## src/rtl/cs_window_gen.sv

```systemverilog
// cs_window_gen: sliding-window approximate-average filter, Y = (S + N*Xappr) >> SH over the last N samples
module cs_window_gen #(
  parameter int DW = 8,
  parameter int N  = 9,
  parameter int SH = 3,
  parameter int OW = 10
) (
  input  logic          clk,
  input  logic          reset,
  input  logic          in_valid,
  input  logic [DW-1:0] X,
  input  logic          mode,
  input  logic          clear,
  output logic [OW-1:0] Y,
  output logic          out_valid
);
  localparam int CW = $clog2(N + 1);
  localparam int WW = $clog2(N);
  localparam int SW = DW + $clog2(N);
  localparam logic [SW-1:0] NW = SW'(N);
  localparam logic [CW-1:0] CN = CW'(N);
  logic [DW-1:0] buff [N];
  logic [WW-1:0] wp;
  logic [CW-1:0] cnt;
  logic [SW-1:0] s;
  logic          v1;
  logic [DW-1:0] xa;
  logic [SW:0]   yf;
  // N*Xi compared against S stands in for Xi compared against S/N
  always_comb begin
    xa = mode ? '1 : '0;
    for (int i = 0; i < N; i++)
      if (mode ? (NW * SW'(buff[i]) >= s && buff[i] < xa) : (NW * SW'(buff[i]) <= s && buff[i] > xa))
        xa = buff[i];
    yf = {1'b0, s} + {1'b0, NW * SW'(xa)};
  end
  always_ff @(posedge clk) begin
    if (reset || clear) begin
      cnt       <= '0;
      s         <= '0;
      wp        <= '0;
      v1        <= 1'b0;
      out_valid <= 1'b0;
      if (reset) Y <= '0;
    end else begin
      v1        <= in_valid;
      out_valid <= v1 && cnt == CN;
      Y         <= (v1 && cnt == CN) ? OW'(yf >> SH) : Y;
      if (in_valid) begin
        buff[wp] <= X;
        wp       <= (wp == WW'(N - 1)) ? '0 : wp + 1'b1;
        if (cnt == CN) s <= s + SW'(X) - SW'(buff[wp]);
        else begin
          s   <= s + SW'(X);
          cnt <= cnt + 1'b1;
        end
      end
    end
  end
endmodule

```

## config.mk

```make
export PLATFORM = sky130hd
export DESIGN_NAME = cs_window_gen
export DESIGN_NICKNAME = d
export VERILOG_FILES = /design/src/rtl/cs_window_gen.sv
export SDC_FILE = /design/constraint.sdc
export NUM_CORES = 1
export LEC_CHECK = 0
export BUFFER_PORTS_ARGS = -buffer_cell sky130_fd_sc_hd__buf_2
export CORE_MARGIN = 2
export CORE_UTILIZATION = 59
export CTS_CLUSTER_DIAMETER = 60
export DETAILED_ROUTE_END_ITERATION = 10
export PLACE_DENSITY = 0.8
export SETUP_SLACK_MARGIN = 0.2
export SLEW_MARGIN = 15
export SYNTH_ARGS = -nofsm -noshare
export SYNTH_HDL_FRONTEND = slang
export SYNTH_SLANG_ARGS = --single-unit
```

## constraint.sdc

```tcl
create_clock -name clk -period 22.1 [get_ports clk]
set_input_delay 3.315 -clock clk [delete_from_list [all_inputs] [get_ports clk]]
set_output_delay 3.315 -clock clk [all_outputs]
set_load 0.02 [all_outputs]
```

# Word level (Yosys, flattened, before mapping)
# Memory sizes are Yosys's and may differ from the RTL's. A register that Yosys moved wholly into a read port is not among the register bits.
# Index checks and enable logic that the tools add are counted.
# word_totals
reg_bits,32
mem_bits_rw,72
inputBits,13
word_cells,114
memories,1
# classes
addsub,5
mul,10
order_cmp,36
eq_ne,3
n_mux,29
n_bitwise,1
n_reduce_logical,23
# mem_list
name,words,width,read_ports,rd_clocked_by_memory_dff,wr,line,source
buff,9,8,10,1,1,22,logic [DW-1:0] buff [N];
# op_table
op,count
$mul 4x8->12 const A,10
$ge 12x12->1,9
$le 12x12->1,9
$mux 8,10
$gt 8x8->1,9
$lt 8x8->1,9
$mux 10,3
$logic_and 1x1->1,19
$add 12x12->13,1
$add 12x8->12,1
$mux 1,12
$mux 12,1
$mux 4,3
$sub 12x8->12,1
$add 4x1->4 const B,2
$eq 4x4->1 const B,2
$reduce_and 2->1,2
$ne 2x2->1 const B,1
$reduce_bool 2->1,1
$logic_or 1x1->1,1
$not 1->1,1

# Logic depth before layout (Yosys ltp)
# Gate-level depths: netlist of the first run.
# depth
word_depth,41
depth_mapped,132

# Worst setup path after synthesis of the first run
# No wires, ideal clock.
# synth_path
kind,input-to-reg
from,input port mode
to,register Y[6] (data pin)
setup_ps,255
arrival_ps,23365
required_time_ps,21845
setup_slack_ps,-1520
stages,116
path_cell_list,buf_4 clkinv_1 ha_1 nor2b_1 o211ai_1 a21oi_1 nor2_1 a21oi_1 nor2_1 a21oi_1 ha_1 nor2b_1 nor3_1 nor3_1 o31a_1 a311o_1 a21oi_1 o22ai_2 [... 80 more ...] nand2b_1 a21oi_1 nor2_1 a211oi_1 o211ai_1 o41a_1 clkbuf_1 mux2_2 ha_1 ha_1 ha_1 and3_1 o2111ai_2 o311ai_1 o211a_1 or3_4 or3_1 and3_1
# synth_via
elab_chain_cells,41
# synth_rtl
item,line,source
"start, declared",12,"input logic mode,"
$mux 8,31,xa = mode ? '1 : '0;
$gt 8x8->1 / $lt 8x8->1 (equally long branches),33,if (mode ? (NW * SW'(buff[i]) >= s && buff[i] < xa) : (NW * SW'(buff[i]) <= s && buff[i] > xa))
$logic_and 1x1->1,33,
$mux 1,33,
$mux 8,33,
$gt 8x8->1 / $lt 8x8->1 (equally long branches),33,
$logic_and 1x1->1,33,
$mux 1,33,
[... 25 more ...],-,
$gt 8x8->1 / $lt 8x8->1 (equally long branches),33,
$logic_and 1x1->1,33,
$mux 1,33,
$mux 8 *,33,
$mul 4x8->12 *,35,"yf = {1'b0, s} + {1'b0, NW * SW'(xa)};"
$add 12x12->13 *,35,
$mux 10 *,48,Y <= (v1 && cnt == CN) ? OW'(yf >> SH) : Y;
$mux 10 *,38,if (reset || clear) begin
"end signal, assigned",48,
"end, declared",14,"output logic [OW-1:0] Y,"
# Mark *: on every way between the ends. The rest lies on a longest branch, timed or not. The select of a mux whose other input is x is not followed.
# A chain may end at the register's enable or synchronous reset.

# Worst setup path after layout of the first run
# Ends and elaborated chain as after synthesis.

==> metrics.csv, run 1 <==
metric,value,unit
Final period util,103,%
Fin. Hold Viols,0,
# H-tree levels,4,
dpl cells,1951,
Syn Nets,1906,
GRT Util Overall,31.7,%
peak supply drop,0.0917,mV
Worst-path clk slew,80,ps
Post-CTS Hold Buffers,0,
GRT Max-Usage Layer,met2,
failing checks,negative setup slack,
Post-Synthesis Cells,1571,
status,finished with violations,
#FFs+latches synth,164,
Die Ht,167,µm
root buf cell,clkbuf_16,
initial core utilization,60.1,%
post-synth top area cell,edfxtp_1,
Clock Skew,13.3,ps
TritonCTS clock tree,yes,
Mapped Avg Cell Area,9.96,µm²
area of the mapped netlist,15700,µm²
CTS Sinks,164,
Worst Path Arrival,22860,ps
Crit path max-delay family,compound AO/OA/AOI/OAI gates,
vias in the first global route,13100,
fmax,44.1,MHz
met1 usage,38.6,%
dominant cells by area after synthesis,"edfxtp_1 (26%), ha_1 (24%), mux4_2 (5.8%)",
Tightest Pin Transition,988,ps
critical path startpoint category,input port,
share of cells above drive strength 1,24.2,%
ys flop type,edfxtp_1,
"Buf+Inv Stages, Crit Path",16,
Finished Layout Cells,2059,
MaxCap Viol Count,0,
met3 usage,4.90,%
fin worst setup slack,-560,ps
gpl congestion,0.977,
setup slack at placement,-786,ps
Finished Core Util,72.2,%
full die area,27800,µm²
"Data required, critical path",22310,ps
Max Slew Vio Count,0,
Power Dens Cells,65.8,nW/µm²
crit path max-delay cell type,fa_1,
IO Pins,24,
site row count,59,
Global Route met2 Usage,54.3,%
CP dominant cell by count,ha_4,
post-route antenna net violation count,0,
Synthesis Warnings,0,
RSZ-0062 raised after global routing,yes,
setup TNS,-3280,ps
global-route wire length before repair,69.3,mm
Worst slew margin,33.4,%
"EDFF count, synth",138,
post-route cell area,18800,µm²
Vias,13500,
Buffers on Ports,23,
register area share after synthesis,29.8,%
Worst Hold Class,flop to flop,
worst hold margin,454,ps
Via density,6.57,
die width,167,µm
pin count of the biggest net entering global routing,33,
Core Box Area,26100,µm²
crit-path max cell delay,480,ps
Max clock buf depth,2,
Synth top area share,26.5,%
drt first pass iters,5,
Post-synth top cells,"ha_1 (306), inv_1 (176), edfxtp_1 (138), a21oi_1 (120), nand2_1 (92)",
drt first-iter violations,1305,
worst skew pair latency,440,ps
endpoints failing setup,10,
min Tclk post-route,22660,ps
Routed WL per cell,23.3,µm
total CTS buffers,17,
"count leader, synth",ha_1,
ys async rst share,0,%
dpl cell area,16600,µm²
DRT Wirelength,48.0,mm
Pwr Total,1.24,mW
DRC,0,
LEAKAGE,8.07,nW
grt ovf,0,
CP Max Fanout,8,
synthesis-to-layout area growth,20.3,%
initial antenna violation count,2,
number of nets in the layout,2044,
CP endpoint kind,flop,
DP HPWL,31.8,mm
fillers,1579,
unique cell type count in the Yosys netlist,79,
worst setup path class,input port to flop,
[sequential cells by signal (all words and copies together) (netlist names), named ones only]
name / flops
buff: 128
wp: 4
Y: 10
out_valid: 1
cnt: 4
s: 12
v1: 1
[final timing paths]
kind                         from                   end  slack [ps]  cells after the start
min                 v1$_SDFF_PP0_  out_valid$_SDFF_PP0_         450                      2
max reg2reg  buff[0][1]$_DFFE_PP_    Y[6]$_SDFFCE_PP0P_         -90                    110
max                          mode    Y[6]$_SDFFCE_PP0P_        -560                    104
min reg2reg         v1$_SDFF_PP0_  out_valid$_SDFF_PP0_         450                      2
[cell families after synthesis]
kind of cell             after synthesis  share of synthesized area, %
buffers and inverters                210                          5.12
flip-flops                           164                          29.8
AND/OR/NAND/NOR                      363                          11.6
XOR/XNOR                              71                          3.97
adder cells (fa/ha/maj)              323                          26.6
AO/OA/AOI/OAI                        359                          14.4
multiplexers                          81                          8.55
[report_power, final]
part	internal (mW)	switching, mW
registers	0.343	0.00467
clock network	0.155	0.147
logic	0.285	0.304
total	0.782	0.456
[metal layers]
layer  share of wire, %  up-vias  wire, µm
met1                 37     6390     17700
met5                  0        -         0
met4                6.9        0      3300
li1                   -     6061         -
met2                 47      801     22800
met3                8.9      272      4260
[cells in the final DEF (no fill, tap or decap), types with 10 or more instances in the layout]
| master | n |
|---|---|
| a211oi_1 | 11 |
| a21o_1 | 57 |
| a21oi_1 | 94 |
| a21oi_2 | 22 |
| and2_1 | 20 |
| buf_2 | 22 |
| buf_4 | 108 |
| buf_6 | 17 |
| clkbuf_16 | 17 |
| dfxtp_1 | 25 |
| edfxtp_1 | 138 |
| fa_1 | 16 |
| ha_1 | 270 |
| ha_4 | 32 |
| inv_1 | 156 |
| inv_2 | 18 |
| mux2i_1 | 14 |
| mux4_2 | 40 |
| nand2_1 | 85 |
| nand2b_1 | 20 |
| nand3_1 | 10 |
| nand4_1 | 34 |
| nor2_1 | 79 |
| nor2b_1 | 19 |
| nor3_1 | 25 |
| o21ai_0 | 63 |
| o21ai_1 | 16 |
| o21ai_2 | 15 |
| xnor2_1 | 56 |
| xor2_1 | 15 |
[layout make-up]
cell class	count	area, µm²	area share, %
flip-flops and latches	164	4670	24.8
repair buffers	149	1140	6.07
clock inverters	15	194	1.03
well taps	335	419	2.23
diodes	2	5.00	0.0266
inverters	178	688	3.66
multi-input cells	1199	11300	60.0
clock buffers	17	425	2.26
[what timing repair did]
item	4_1_cts	5_1_grt
gates cloned	2	0
setup endpoints to repair	9	10
setup buffers	22	50
pin swaps	25	102
gates resized for setup	33	184
[worst register-to-register path: cells and delay by family (launching register included)]
family / cells / cell delay [ps]
flip-flops: 1 / 580
AND/OR/NAND/NOR: 28 / 4570
adder cells (fa/ha/maj): 15 / 4200
buffers and inverters: 16 / 1980
AO/OA/AOI/OAI: 44 / 8680
multiplexers: 6 / 1790
XOR/XNOR: 1 / 140
Power figures use the tool's default switching activity.
==> run 2: changes to the inputs <==
==> config.mk (replaced) <==
export PLATFORM = sky130hd
export DESIGN_NAME = cs_window_gen
export DESIGN_NICKNAME = d
export VERILOG_FILES = /design/src/rtl/cs_window_gen.sv
export SDC_FILE = /design/constraint.sdc
export NUM_CORES = 1
export LEC_CHECK = 0
export CORE_MARGIN = 2
export CORE_UTILIZATION = 60
export CTS_CLUSTER_DIAMETER = 60
export DETAILED_ROUTE_END_ITERATION = 10
export DONT_BUFFER_PORTS = 1
export PLACE_DENSITY = 0.81
export SETUP_SLACK_MARGIN = 0.2
export SKIP_LAST_GASP = 1
export SLEW_MARGIN = 15
export SYNTH_ARGS = -nofsm -noshare
export SYNTH_HDL_FRONTEND = slang
export SYNTH_SLANG_ARGS = --single-unit
==> metrics.csv, run 2 (synthesis results as in run 1) <==
metric,value,unit
total CTS buffers,17,
min Tclk post-route,22300,ps
Largest register FFs,128,
metal1 wirelength,18.1,mm
crit path max-delay cell type,fa_1,
Final period util,101,%
metal2 WL,22.7,mm
worst setup path class,input port to flop,
number of nets in the layout,2023,
Clock Skew,11.8,ps
Pwr Total,1.19,mW
Max Slew Vio Count,0,
site row count,59,
drt first-iter violations,1401,
Hold Path Depth,2,
full die area,27400,µm²
Fin. Hold Viols,0,
peak supply drop,0.109,mV
crit-path max cell delay,460,ps
CP endpoint kind,flop,
pin count of the biggest net entering global routing,33,
root buf cell,clkbuf_16,
Vias,13300,
Buffers on Ports,0,
Post-CTS Hold Buffers,0,
Core Box Area,25800,µm²
Worst Hold Class,flop to flop,
grt ovf,0,
Worst-path clk slew,80,ps
MaxCap Viol Count,0,
gpl congestion,0.987,
RSZ-0062 raised after global routing,yes,
GRT Util Overall,34.0,%
DRT Wirelength,47.7,mm
share of cells above drive strength 1,21.3,%
critical path startpoint category,input port,
CP Max Fanout,18,
fillers,1708,
Tightest Pin Transition,1150,ps
Worst Path Arrival,22490,ps
Largest Register,buff,
Routed WL per cell,23.4,µm
Die Ht,166,µm
fmax,44.8,MHz
DP HPWL,32.8,mm
setup slack at placement,-508,ps
fin worst setup slack,-204,ps
endpoints failing setup,3,
CP dominant cell by count,a21oi_2,
"Data required, critical path",22290,ps
routed wl met3,4.35,mm
IO Pins,24,
"commonest non-fill, non-tap cells in the layout","ha_1 (275), inv_1 (166), edfxtp_1 (138)",
Worst slew margin,21.4,%
Top Metal Used,met4,
worst skew pair latency,440,ps
# H-tree levels,4,
setup TNS,-398,ps
DRC,0,
initial core utilization,60.6,%
Largest regs,"buff (128), s (12), Y (10)",
post-route antenna net violation count,0,
LEAKAGE,8.00,nW
initial antenna violation count,0,
Finished Layout Cells,2037,
status,finished with violations,
"commonest non-fill, non-tap cell in the layout",ha_1,
Power Dens Cells,64.0,nW/µm²
synthesis-to-layout area growth,18.7,%
failing checks,negative setup slack,
global-route wire length before repair,70.6,mm
Max clock buf depth,2,
vias in the first global route,13100,
R2R cell count,116,
CTS Sinks,164,
Via density,6.54,
die width,166,µm
dpl cells,1946,
drt first pass iters,5,
TritonCTS clock tree,yes,
==> run 2: per-layer routing <==
layer	up-vias	global-route usage [%]
li1	6009	-
met2	726	56.8
met5	-	0
met4	0	15.7
met1	6387	43.0
met3	210	6.24
==> run 2: worst max-delay path: cells and delay by family <==
kind	cells	cell delay [ps]
AOI/OAI and AO/OA	45	7920
and+or+nand+nor	30	4090
muxes	9	2670
buffers and inverters	13	1530
adders and majority gates	12	2890
==> run 2: final timing paths <==
kind                                            from              endpoint  slack [ps]
worst min register to register         v1$_SDFF_PP0_  out_valid$_SDFF_PP0_         450
worst max register to register  buff[0][1]$_DFFE_PP_    Y[6]$_SDFFCE_PP0P_         230
worst min-delay path                   v1$_SDFF_PP0_  out_valid$_SDFF_PP0_         450
worst max-delay path                            mode    Y[6]$_SDFFCE_PP0P_        -200
==> run 2: where the power goes <==
| group | total (mW) | internal, mW | switching (mW) |
|---|---|---|---|
| Combinational | 0.529 | 0.262 | 0.268 |
| Clock | 0.305 | 0.156 | 0.150 |
| Sequential | 0.354 | 0.343 | 0.0105 |
| Total | 1.19 | 0.761 | 0.428 |
==> run 2: final cells by class <==
type	instances	area (µm²)	share of cell area [%]
clock buffers	17	425	2.29
clock inverters	15	196	1.06
inverters	178	697	3.75
flip-flops and latches	164	4670	25.1
diodes	1	2.50	0.0135
repair buffers	127	1010	5.43
multi-input cells	1200	11200	60.1
well taps	335	419	2.26
==> run 2: per-stage QoR <==
stage / instance area [µm²] / utilization (%) / hold WS [ps]
finish: 18600 / 71.9 / 448
global route: 18600 / 71.9 / 471
CTS: 17500 / 67.7 / 450
detailed placement: 16700 / 64.5 / 438
global placement: 16700 / 64.5 / 428
floorplan: 15900 / - / 402
==> run 2: timing repair <==
item / 4_1_cts / 5_1_grt
resized for setup: 19 / 146
pin swaps: 20 / 93
hold endpoints to repair: 0 / 0
setup buffers: 12 / 43
setup endpoints to repair: 5 / 10
cloned: 3 / 0
